## src/rtl/game_round_ctrl.sv

```systemverilog
// Round sequencer for a two-player game: idle -> countdown -> play,
// with respawn pauses after each kill and a game-over state that
// declares the winner. Deaths and coins are kept as 2-digit BCD.
module game_round_ctrl #(
    parameter int COUNT_TICKS   = 60,
    parameter int COUNT_START   = 3,
    parameter int RESPAWN_TICKS = 120,
    parameter int MAX_DEATHS    = 5
) (
    input  logic       Master_Clock_In,
    input  logic       Reset_N_In,
    input  logic       Tick_In,
    input  logic       Start_In,
    input  logic       P1_Hit_In,
    input  logic       P2_Hit_In,
    input  logic       P1_Coin_In,
    input  logic       P2_Coin_In,
    output logic [2:0] State_Out,
    output logic       Move_Enable_Out,
    output logic       P1_Respawn_Out,
    output logic       P2_Respawn_Out,
    output logic [7:0] P1_Deaths,
    output logic [7:0] P2_Deaths,
    output logic [7:0] CoinValue_1,
    output logic [7:0] CoinValue_2,
    output logic [3:0] Countdown_Out,
    output logic [1:0] Winner_Out
);

    typedef enum logic [2:0] {
        S_IDLE      = 3'd0,
        S_COUNTDOWN = 3'd1,
        S_PLAY      = 3'd2,
        S_RESPAWN   = 3'd3,
        S_GAME_OVER = 3'd4
    } state_t;

    localparam logic [15:0] CT_LAST = 16'(COUNT_TICKS - 1);
    localparam logic [15:0] RT_LAST = 16'(RESPAWN_TICKS - 1);
    localparam logic [3:0]  CD_INIT = 4'(COUNT_START);
    localparam logic [7:0]  MAX_D   = 8'(MAX_DEATHS);

    state_t      state, state_nxt;
    logic        start_q;
    logic        start_edge;
    logic [15:0] tick_cnt, tick_nxt;
    logic [7:0]  d1_nxt, d2_nxt, c1_nxt, c2_nxt;
    logic [3:0]  cd_nxt;
    logic [1:0]  win_nxt;
    logic        r1_nxt, r2_nxt;
    logic        over1, over2;

    // Saturating BCD increment (99 stays 99).
    function automatic logic [7:0] bcd_inc(input logic [7:0] v);
        if (v[3:0] == 4'd9) begin
            if (v[7:4] == 4'd9) return v;
            return {v[7:4] + 4'd1, 4'd0};
        end
        return {v[7:4], v[3:0] + 4'd1};
    endfunction

    // BCD to binary so the death limit can be a plain integer parameter.
    function automatic logic [7:0] bcd_bin(input logic [7:0] v);
        return ({4'd0, v[7:4]} * 8'd10) + {4'd0, v[3:0]};
    endfunction

    assign start_edge = Start_In & ~start_q;
    assign State_Out  = state;

    // Next-state and next-output decode; every register holds by default.
    always_comb begin
        state_nxt = state;
        tick_nxt  = tick_cnt;
        d1_nxt    = P1_Deaths;
        d2_nxt    = P2_Deaths;
        c1_nxt    = CoinValue_1;
        c2_nxt    = CoinValue_2;
        cd_nxt    = Countdown_Out;
        win_nxt   = Winner_Out;
        r1_nxt    = 1'b0;
        r2_nxt    = 1'b0;
        over1     = 1'b0;
        over2     = 1'b0;
        case (state)
            S_IDLE, S_GAME_OVER: begin
                if (start_edge) begin
                    state_nxt = S_COUNTDOWN;
                    tick_nxt  = '0;
                    d1_nxt    = '0;
                    d2_nxt    = '0;
                    c1_nxt    = '0;
                    c2_nxt    = '0;
                    win_nxt   = '0;
                    cd_nxt    = CD_INIT;
                end
            end
            S_COUNTDOWN: begin
                if (Tick_In) begin
                    if (tick_cnt == CT_LAST) begin
                        tick_nxt = '0;
                        cd_nxt   = Countdown_Out - 4'd1;
                        if (Countdown_Out == 4'd1) state_nxt = S_PLAY;
                    end else begin
                        tick_nxt = tick_cnt + 16'd1;
                    end
                end
            end
            S_PLAY: begin
                if (P1_Coin_In) c1_nxt = bcd_inc(CoinValue_1);
                if (P2_Coin_In) c2_nxt = bcd_inc(CoinValue_2);
                if (P1_Hit_In)  d1_nxt = bcd_inc(P1_Deaths);
                if (P2_Hit_In)  d2_nxt = bcd_inc(P2_Deaths);
                over1 = bcd_bin(d1_nxt) >= MAX_D;
                over2 = bcd_bin(d2_nxt) >= MAX_D;
                if (P1_Hit_In || P2_Hit_In) begin
                    tick_nxt = '0;
                    if (over1 || over2) begin
                        state_nxt = S_GAME_OVER;
                        // The winner is whoever did not reach the limit.
                        win_nxt   = {over1, over2};
                    end else begin
                        state_nxt = S_RESPAWN;
                        r1_nxt    = P1_Hit_In;
                        r2_nxt    = P2_Hit_In;
                    end
                end
            end
            S_RESPAWN: begin
                if (Tick_In) begin
                    if (tick_cnt == RT_LAST) begin
                        tick_nxt  = '0;
                        state_nxt = S_PLAY;
                    end else begin
                        tick_nxt = tick_cnt + 16'd1;
                    end
                end
            end
            default: begin
                state_nxt = S_IDLE;
                tick_nxt  = '0;
            end
        endcase
    end

    // State and output registers; start_q resets high so a held Start is not an edge.
    always_ff @(posedge Master_Clock_In or negedge Reset_N_In) begin
        if (!Reset_N_In) begin
            state           <= S_IDLE;
            start_q         <= 1'b1;
            tick_cnt        <= '0;
            Move_Enable_Out <= 1'b0;
            P1_Respawn_Out  <= 1'b0;
            P2_Respawn_Out  <= 1'b0;
            P1_Deaths       <= '0;
            P2_Deaths       <= '0;
            CoinValue_1     <= '0;
            CoinValue_2     <= '0;
            Countdown_Out   <= '0;
            Winner_Out      <= '0;
        end else begin
            state           <= state_nxt;
            start_q         <= Start_In;
            tick_cnt        <= tick_nxt;
            Move_Enable_Out <= (state_nxt == S_PLAY);
            P1_Respawn_Out  <= r1_nxt;
            P2_Respawn_Out  <= r2_nxt;
            P1_Deaths       <= d1_nxt;
            P2_Deaths       <= d2_nxt;
            CoinValue_1     <= c1_nxt;
            CoinValue_2     <= c2_nxt;
            Countdown_Out   <= cd_nxt;
            Winner_Out      <= win_nxt;
        end
    end

endmodule

```

## config.mk

```make
export PLATFORM = sky130hd
export DESIGN_NAME = game_round_ctrl
export DESIGN_NICKNAME = d
export VERILOG_FILES = /design/src/rtl/game_round_ctrl.sv
export SDC_FILE = /design/constraint.sdc
export NUM_CORES = 1
export LEC_CHECK = 0
export ABC_AREA = 1
export CAP_MARGIN = 10
export CORE_MARGIN = 4
export CORE_UTILIZATION = 43
export DETAILED_ROUTE_END_ITERATION = 6
export GPL_TIMING_DRIVEN = 0
export PLACE_DENSITY = 0.66
export SETUP_SLACK_MARGIN = 0.02
export SLEW_MARGIN = 20
export SYNTH_ARGS = -nofsm -noshare
export SYNTH_HDL_FRONTEND = slang
export SYNTH_SLANG_ARGS = --single-unit
```

## constraint.sdc

```tcl
create_clock -name Master_Clock_In -period 4.15 [get_ports Master_Clock_In]
set_input_delay 0.83 -clock Master_Clock_In [delete_from_list [all_inputs] [get_ports Master_Clock_In]]
set_output_delay 0.83 -clock Master_Clock_In [all_outputs]
set_load 0.01 [all_outputs]
```

==> impl_results.md, run 1 <==
- DIE AREA: 11800 um^2
- Die W: 108 um
- Mapped Area: 4340 um^2
- Yosys warning count: 0
- Power Density: 352 nW/um^2
- Fmax: 265 MHz
- Initial Util: 0.442
- NumNets Final: 651
- # Max-Cap Violations: 0
- Detailed Place HPWL: 7820 um
- Share of the synthesized area in the top cell type: 0.346
- Antenna violations before repair: 0
- WP data required: 4390 ps
- Tcrit/Tclk final: 0.909
- Antenna Violating Nets Remaining: 0
- TritonRoute pass-1 iters: 4
- VDD IR max: 0.000140 V
- Net Count, Synth: 589
- Worst EP arrival: 4010 ps
- First-pass GRT wire length: 17000 um
- Tmin final: 3770 ps
- Fin. max-slew vios: 0
- Worst skew pair latency: 340 ps
- Rows: 36
- Layout Cell Area excl Fill: 5240 um^2
- Dpl cell area: 5020 um^2
- Gpl congestion: 0.877
- Mean Syn Cell Area: 8.00 um^2
- Top Ports: 52
- Most frequent cells in the layout: 93 x inv_1, 87 x nand2_1, 60 x dfrtp_1, 48 x clkdlybuf4s50_1, 38 x nand3_1
- Post-synthesis sequential area ratio: 0.352
- RSZ-0062 raised after global routing: no
- Fin. Hold Viols: 0
- Static leakage: 2.57 nW
- Antenna diode count: 0
- Critical path type: register to register
- Routed Wire Length: 10100 um
- Reg2reg setup slack: 380 ps
- Yosys cell types: 46
- Setup violations, final: 0
- Clk sinks: 61
- Async SR Flop Fraction: 1.00
- Status: finished clean
- CP endpoint kind: register
- Layout cells sized above 1: 0.135
- Clk buf depth: 2
- Vias: 3818
- Flops & latches, synth: 61
- Clk_skew: 10.6 ps
- Post-Syn Instances: 542
- Most common cell after layout, fill and taps aside: inv_1
- Post-DR vias/cell: 5.15
- Worst-path maximum fanout: 5
- Fin util: 0.534
- Num CTS Buffers: 9
- Worst-margin pin slew: 597 ps
- Gr usage total: 0.179
- Root buf cell: clkbuf_8
- Clk slew on worst S/H paths: 80 ps
- Pin count of the biggest net entering global routing: 48
- Max-slew headroom: 0.602
- Layout area overhead: 20.9%
- Die H: 108 um
- H-tree depth: 3
- Hold-fix buffers at CTS: 0
- Post-synth top area cell: dfrtp_1
- Most used flip-flop cell after synthesis: dfrtp_1
- DRC: 0
- Routed len/inst: 13.7 um
- TritonCTS clock tree: built
- EDFF count, synth: 0
- Hold Path Class: input pin to asynchronous set/reset pin
- Core box area: 9820 um^2
- DR iter-0 viols: 148
- Port bufs: 49
- GRT Residual Overflow: 0
- Top cells by area, synth: dfrtp_1 35%, ha_1 10%, inv_1 8.0%
- Vias in the first global route: 3815
- Worst setup SP type: register
==> Yosys cell counts (all sizes together), types with 9 or more instances <==
cell type and instances:
nor2 31, o22ai 12, nand4 10, o21ai 28, ha 35, nand3 47
xor2 9, inv 103, nand2 108, nor3 24, a21oi 24, dfrtp 60
==> state kept, by name (all words and copies together) (netlist names) <==
| register | count |
|---|---|
| P2_Deaths | 8 |
| start_q | 1 |
| Winner_Out | 2 |
| tick_cnt | 16 |
| CoinValue_1 | 8 |
| State_Out | 3 |
| P1_Deaths | 8 |
| Countdown_Out | 4 |
| P1_Respawn_Out | 1 |
| Move_Enable_Out | 1 |
| CoinValue_2 | 8 |
| P2_Respawn_Out | 1 |
==> metrics by stage <==
step | power (mW) | hold WS [ps] | TNS, ps | setup slack [ps] | cells
final | 1.84 | 341 | 0 | 379 | 741
after global routing | 1.96 | 352 | 0 | 20.7 | 741
after CTS | 1.86 | 345 | 0 | 139 | 740
after detailed placement | 1.27 | 469 | -497 | -98.4 | 725
after global placement | 1.24 | 462 | -287 | -53.8 | 724
after floorplan | 1.07 | 497 | 0 | 356 | 542
==> path summary, 6_finish.rpt <==
path	from	endpoint	cells past startpoint
min in group Master_Clock_In	Winner_Out[0]	Winner_Out[0]	2
max in group asynchronous	Reset_N_In	start_q	2
max reg2reg	P1_Deaths[1]	Move_Enable_Out	23
min	Reset_N_In	tick_cnt[12]	1
max	P1_Deaths[1]	Move_Enable_Out	23
min reg2reg	Winner_Out[0]	Winner_Out[0]	2
==> metal layers <==
layer,GRT usage,part of all wire,vias up
met4,0.0730,0.025,0
li1,-,-,1915
met1,0.221,0.45,1792
met3,0.0406,0.043,24
met5,0,0,-
met2,0.303,0.48,87
==> final cells by class <==
class,count,area [um^2]
Fill cell,949,4580
Multi-Input combinational cell,372,2390
Sequential cell,61,1530
Timing Repair Buffer,51,523
Inverter,103,389
Tap cell,133,166
Clock buffer,10,138
Clock inverter,5,75.1
Buffer,6,36.3
==> what timing repair did <==
action	in CTS	in global routing
endpoints found under the setup margin	0	8
buffers inserted	0	1
resized for setup	0	3
==> logic make-up after synthesis <==
| group | count (synthesis) | synth area share |
|---|---|---|
| AND/OR/NAND/NOR | 238 | 0.292 |
| multiplexers | 4 | 0.00923 |
| AO/OA/AOI/OAI | 80 | 0.107 |
| XOR/XNOR | 11 | 0.0222 |
| flip-flops | 61 | 0.352 |
| buffers and inverters | 109 | 0.0981 |
| adder cells (fa/ha/maj) | 39 | 0.119 |
==> critical path, stage by stage, from the launching register on <==
cell      delay [ps]
dfrtp_1          430
inv_1             90
ha_1             180
nand3_1          150
nor2_1           270
nand2_1          190
o21ai_2          220
inv_1             90
ha_1             310
ha_1             200
inv_1             60
fa_1             440
nand3b_1         220
nand2_1           90
nand2_1           50
nor2_1            70
and2_1           140
nand2_2           70
nor2_4           100
nand3_1          100
nand2_2           90
inv_2             30
nand2_1           60
inv_1             40
==> power breakdown <==
part	switching, mW	internal [mW]	leakage, nW	total, mW
sequential	0.0827	0.675	0.769	0.758
combinational	0.276	0.224	1.69	0.500
clock	0.238	0.348	0.112	0.586
Note: power is estimated with default switching activity, not from simulation.
==> run 2: changes to the inputs <==
--- a/config.mk
+++ b/config.mk
@@ -5,13 +5,13 @@
 export SDC_FILE = /design/constraint.sdc
 export NUM_CORES = 1
 export LEC_CHECK = 0
-export ABC_AREA = 1
 export CAP_MARGIN = 10
 export CORE_MARGIN = 4
-export CORE_UTILIZATION = 43
+export CORE_UTILIZATION = 56
+export CTS_CLUSTER_DIAMETER = 80
 export DETAILED_ROUTE_END_ITERATION = 6
 export GPL_TIMING_DRIVEN = 0
-export PLACE_DENSITY = 0.66
+export PLACE_DENSITY = 0.82
 export SETUP_SLACK_MARGIN = 0.02
 export SLEW_MARGIN = 20
 export SYNTH_ARGS = -nofsm -noshare
==> run 2 against run 1 <==
  * Fmax shrank 5.9%
  * Register-to-register slack lost 230 ps
  * Area after synthesis shrank 4.5%
  * Highest routed layer unchanged
==> impl_results.md, run 2 <==
- Routed Wire Length: 10300 um
- Status: finished clean
- CP endpoint kind: register
- Post-DR vias/cell: 5.93
- Biggest register: tick_cnt
- DIE AREA: 8830 um^2
- Max-slew headroom: 0.535
- # Max-Cap Violations: 0
- Worst EP arrival: 4230 ps
- Initial Util: 0.574
- Rows: 31
- Detailed Place HPWL: 7330 um
- Most frequent cell after synthesis: dfrtp_1
- Clk sinks: 61
- Most used flip-flop cell after synthesis: dfrtp_1
- Antenna violations before repair: 0
- Root buf cell: clkbuf_8
- Layout cells sized above 1: 0.0911
- RSZ-0062 raised after global routing: no
- Gpl congestion: 0.885
- Top Ports: 52
- Worst-margin pin slew: 693 ps
- Post-synth top area cell: dfrtp_1
- Async SR Flop Fraction: 1.00
- NumNets Final: 580
- Commonest cells in the netlist: 60 x dfrtp_1, 52 x o21ai_0, 46 x nand2_1
- Core box area: 7210 um^2
- Fin. Hold Viols: 0
- Fin. max-slew vios: 0
- Die W: 94.0 um
- Worst-path maximum fanout: 6
- Clk slew on worst S/H paths: 70 ps
- Worst skew pair latency: 350 ps
- WP data required: 4380 ps
- Static leakage: 2.27 nW
- GRT Residual Overflow: 0
- Vias in the first global route: 3646
- Yosys warning count: 0
- Post-synthesis sequential area ratio: 0.369
- Antenna Violating Nets Remaining: 0
- Post-Syn Instances: 471
- Most common cell after layout, fill and taps aside: dfrtp_1
- Yosys cell types: 60
- Power Density: 287 nW/um^2
- Reg2reg setup slack: 140 ps
- Antenna diode count: 0
- Tcrit/Tclk final: 0.965
- Share of the synthesized area in the top cell type: 0.363
- H-tree depth: 3
- Layout area overhead: 22.3%
- Pin count of the biggest net entering global routing: 35
- Gr usage total: 0.241
- Dpl cell area: 4780 um^2
- Die H: 94.0 um
- Fillers: 556
- Top cells by area, synth: dfrtp_1 36%, ha_1 11%, o21ai_0 6.3%
- EDFF count, synth: 0
- Number of buffers added for setup after CTS: 0
- VDD IR max: 0.000173 V
- Routed len/inst: 16.2 um
- Setup ws final: 144 ps
- Most frequent cells in the layout: 57 x dfrtp_1, 52 x o21ai_0, 48 x clkdlybuf4s50_1, 46 x nand2_1, 45 x nor2_1
- First-pass GRT wire length: 16800 um
- Num CTS Buffers: 9
- DRC: 0
- Max reg flops: 16
- TritonCTS clock tree: built
- Setup violations, final: 0
- Fmax: 250 MHz
- TritonRoute pass-1 iters: 4
- Mean Syn Cell Area: 8.79 um^2
- DR iter-0 viols: 150
- Hold Path Class: input pin to asynchronous set/reset pin
- Port bufs: 50
- Clk buf depth: 2
- Worst setup SP type: register
- Tmin final: 4010 ps
- Dpl ws: -745 ps
- Mapped Area: 4140 um^2
- Net Count, Synth: 518
- Clk_skew: 6.41 ps
- Critical path type: register to register
- Layout Cell Area excl Fill: 5060 um^2
- Vias: 3779
- Flops & latches, synth: 61
## run 2: changes by cell type in the layout (fill, tap and decap cells not counted), sizes merged, moves of 14 or more
cell   before  now
inv       103   30
nand2     108   46
nand3      47   14
nor2       31   46
nor3       24   10
o21ai      28   55
## run 2: per-layer routing
metal	routed length, um	vias up	GRT usage
met4	232	0	0.0999
li1	-	1806	-
met3	482	20	0.0449
met1	4500	1832	0.307
met2	5100	121	0.402
met5	0	-	0
## run 2: stage by stage
stage	instances	utilization	TNS, ps	power (mW)	hold slack (ps)
after floorplan	471	-	0	0.769	439
after global placement	620	0.660	-3810	0.827	463
after detailed placement	621	0.663	-4500	0.842	486
after CTS	637	0.696	0	1.45	411
after global routing	637	0.702	0	1.50	422
final	637	0.702	0	1.45	398
## run 2: report_power, final
| part | switching, mW | total (mW) | leakage (nW) | internal, mW |
|---|---|---|---|---|
| clock network | 0.248 | 0.620 | 0.116 | 0.372 |
| registers | 0.0346 | 0.662 | 0.797 | 0.628 |
| logic | 0.104 | 0.171 | 1.36 | 0.0673 |
| total | 0.387 | 1.45 | 2.27 | 1.07 |
## run 2: worst max-delay path, stage by stage (launching register included)
cell and delay, ps:
dfrtp_2 450, inv_1 70, ha_2 230, nand4b_4 150, o21a_1 230, or2_1 230, buf_6 130, ha_1 300
ha_1 150, inv_1 50, fa_2 580, o21ai_0 110, or3_1 310, o2bb2a_1 250, o211a_1 230, nor2_1 90
a311o_1 320
## run 2: cell type report
class                           instances  area, um^2  share of cell area
Clock inverter                          5        81.3              0.0161
Timing Repair Buffer                   51         513               0.101
Buffer                                 17        85.1              0.0168
Sequential cell                        61        1530               0.303
Clock buffer                           11         151              0.0299
Inverter                               29         109              0.0215
Multi-Input combinational cell        364        2470               0.487
Tap cell                               99         124              0.0245
## run 2: cell families (layout without fill, tap and decap cells)
| family | after synthesis | after routing | share of synthesized area |
|---|---|---|---|
| compound gates | 126 | 126 | 0.186 |
| xor+xnor | 17 | 17 | 0.0393 |
| buf+inv | 46 | 113 | 0.0468 |
| flops | 61 | 61 | 0.369 |
| fa+ha+maj | 39 | 39 | 0.125 |
| simple gates | 178 | 178 | 0.225 |
| mux | 4 | 4 | 0.00967 |
## run 2: worst paths after layout
kind,startpoint,to,cells past startpoint
hold reg to reg,tick_cnt[15],tick_cnt[15],1
hold / removal,Reset_N_In,tick_cnt[9],1
setup / recovery,P1_Deaths[1],Winner_Out[1],16
setup reg to reg,P1_Deaths[1],Winner_Out[1],16
min in group Master_Clock_In,tick_cnt[15],tick_cnt[15],1
max in group asynchronous,Reset_N_In,P1_Deaths[1],2
## run 2: timing repair
action	4_1_cts	5_1_grt
hold buffers	0	0
endpoints found under the setup margin	7	7
pin swaps	0	1
resized for setup	5	13
==> run 3: changes to the inputs <==
--- a/config.mk
+++ b/config.mk
@@ -6,12 +6,14 @@
 export NUM_CORES = 1
 export LEC_CHECK = 0
 export CAP_MARGIN = 10
+export CORE_ASPECT_RATIO = 1.25
 export CORE_MARGIN = 4
 export CORE_UTILIZATION = 56
 export CTS_CLUSTER_DIAMETER = 80
 export DETAILED_ROUTE_END_ITERATION = 6
+export GPL_ROUTABILITY_DRIVEN = 1
 export GPL_TIMING_DRIVEN = 0
-export PLACE_DENSITY = 0.82
+export PLACE_DENSITY_LB_ADDON = 0.15
 export SETUP_SLACK_MARGIN = 0.02
 export SLEW_MARGIN = 20
 export SYNTH_ARGS = -nofsm -noshare
==> run 3 against run 2 <==
  * Clock skew up 2.9 ps
  * Routed wire length decreased by 3.2%
  * Via count shrank 1.6%
  * Critical endpoint unchanged
  * Largest cell class unchanged
==> impl_results.md, run 3 (synthesis results as in run 2) <==
- Worst-margin pin slew: 611 ps
- Pin count of the biggest net entering global routing: 44
- Layout cells sized above 1: 0.0874
- Port bufs: 50
- CP endpoint kind: register
- Antenna violations before repair: 0
- Worst-path maximum fanout: 6
- WP data required: 4380 ps
- Sequential fraction of design power: 0.476
- Rows: 34
- Hold-fix buffers at CTS: 0
- Worst setup SP type: register
- Reg2Reg Depth: 17
- Clk sinks: 61
- Worst skew pair latency: 350 ps
- Num CTS Buffers: 9
- Clk slew on worst S/H paths: 70 ps
- Die H: 104 um
- Detailed Place HPWL: 7390 um
- Fin util: 0.712
- Max-slew headroom: 0.590
- Power, Total: 1.39 mW
- GRT Residual Overflow: 0
- DIE AREA: 8840 um^2
- Most common cell after layout, fill and taps aside: dfrtp_1
- Fmax: 251 MHz
- Clk buf depth: 2
- Switching pwr: 369 uW
- Setup violations, final: 0
- Biggest register: tick_cnt
- TritonRoute pass-1 iters: 6
- Comb pwr share: 0.120
- Vias: 3719
- RSZ-0062 raised after global routing: no
- Vias in the first global route: 3584
- Most frequent cells in the layout: 58 x dfrtp_1, 52 x o21ai_0, 48 x clkdlybuf4s50_1, 46 x nand2_1, 45 x nor2_1
- Tcrit/Tclk final: 0.960
- Layout area overhead: 21.4%
- # Max-Cap Violations: 0
- Clk_skew: 9.33 ps
- Max reg flops: 16
- Critical path type: register to register
- Hold Path Class: input pin to asynchronous set/reset pin
- Die W: 84.9 um
- Core box area: 7060 um^2
- VDD IR max: 0.000195 V
- Initial Util: 0.586
- Clock power share: 0.403
- TritonCTS clock tree: built
- Root buf cell: clkbuf_8
- Status: finished clean
- Power Density: 276 nW/um^2
- Sw Ratio: 0.266
- Number of buffers added for setup after CTS: 0
- Int Pwr: 1.02 mW
- Antenna diode count: 0
- Post-DR vias/cell: 5.92
- Static leakage: 2.26 nW
- Gr usage total: 0.231
- DR iter-0 viols: 220
- Tmin final: 3990 ps
- Routed len/inst: 15.9 um
- Fin. Hold Viols: 0
- Fillers: 584
- Fin. max-slew vios: 0
- Routed Wire Length: 9980 um
- Worst EP arrival: 4210 ps
- Gpl congestion: 0.841
- Antenna Violating Nets Remaining: 0
- H-tree depth: 3
- Top Ports: 52
- DRC: 0
- NumNets Final: 580
- First-pass GRT wire length: 16600 um
-- run 3: routing by layer --
layer  up-vias  global-route usage  part of all wire
met3        18              0.0491             0.040
met4         0              0.0814             0.018
met2        96               0.403              0.52
met1      1812               0.277              0.42
met5         -                   0                 0
li1       1793                   -                 -
-- run 3: worst max-delay path, stage by stage (launching register included) --
cell,delay (ps)
dfrtp_2,440
inv_1,100
ha_4,160
nand4b_4,150
o21a_1,230
or2_1,240
buf_6,130
ha_1,310
ha_1,210
inv_1,70
fa_2,470
nand2b_1,200
a21oi_1,160
xnor2_1,160
mux2i_1,210
o211a_1,240
nor2_1,80
a311o_1,320
-- run 3: path summary, 6_finish.rpt --
check | startpoint | end | slack, ps
worst min register to register | tick_cnt[15] | tick_cnt[15] | 490
worst max-delay path | P1_Deaths[1] | Winner_Out[1] | 160
worst max register to register | P1_Deaths[1] | Winner_Out[1] | 160
worst min-delay path | Reset_N_In | tick_cnt[10] | 360
min in group Master_Clock_In | tick_cnt[15] | tick_cnt[15] | 490
max in group asynchronous | Reset_N_In | start_q | 3220
-- run 3: layout make-up --
class                      count  area [um^2]  share of cell area
clock buffer                  12          165              0.0329
clock inverter                 4         45.0             0.00896
tap                           90          113              0.0224
buffer                        17         85.1              0.0169
timing repair buffer          51          520               0.104
inverter                      29          109              0.0217
multi-input combinational    364         2460               0.489
sequential                    61         1530               0.304
-- run 3: repair_timing --
action / in CTS / in global routing
gates resized for setup: 4 / 12
pin swaps: 0 / 1
cloned: 0 / 0
setup endpoints to repair: 7 / 7
-- run 3: power by group through the flow --
stage	logic [mW]	clock network, mW	registers, mW
2_1_floorplan	0.102	0	0.666
3_3_place_gp	0.158	0	0.669
3_5_place_dp	0.167	0	0.671
4_1_cts	0.167	0.571	0.660
5_1_grt	0.187	0.598	0.665
6_report	0.167	0.560	0.661
-- run 3: through the flow --
stage	hold slack [ps]	cell area [um^2]	cells	setup slack, ps	setup TNS, ps
floorplan	439	4140	471	347	0
global route	359	5030	628	4.19	0
detailed placement	474	4780	612	-745	-4560
finish	357	5030	628	164	0
global placement	463	4750	611	-642	-3920
CTS	357	4990	628	51.5	0
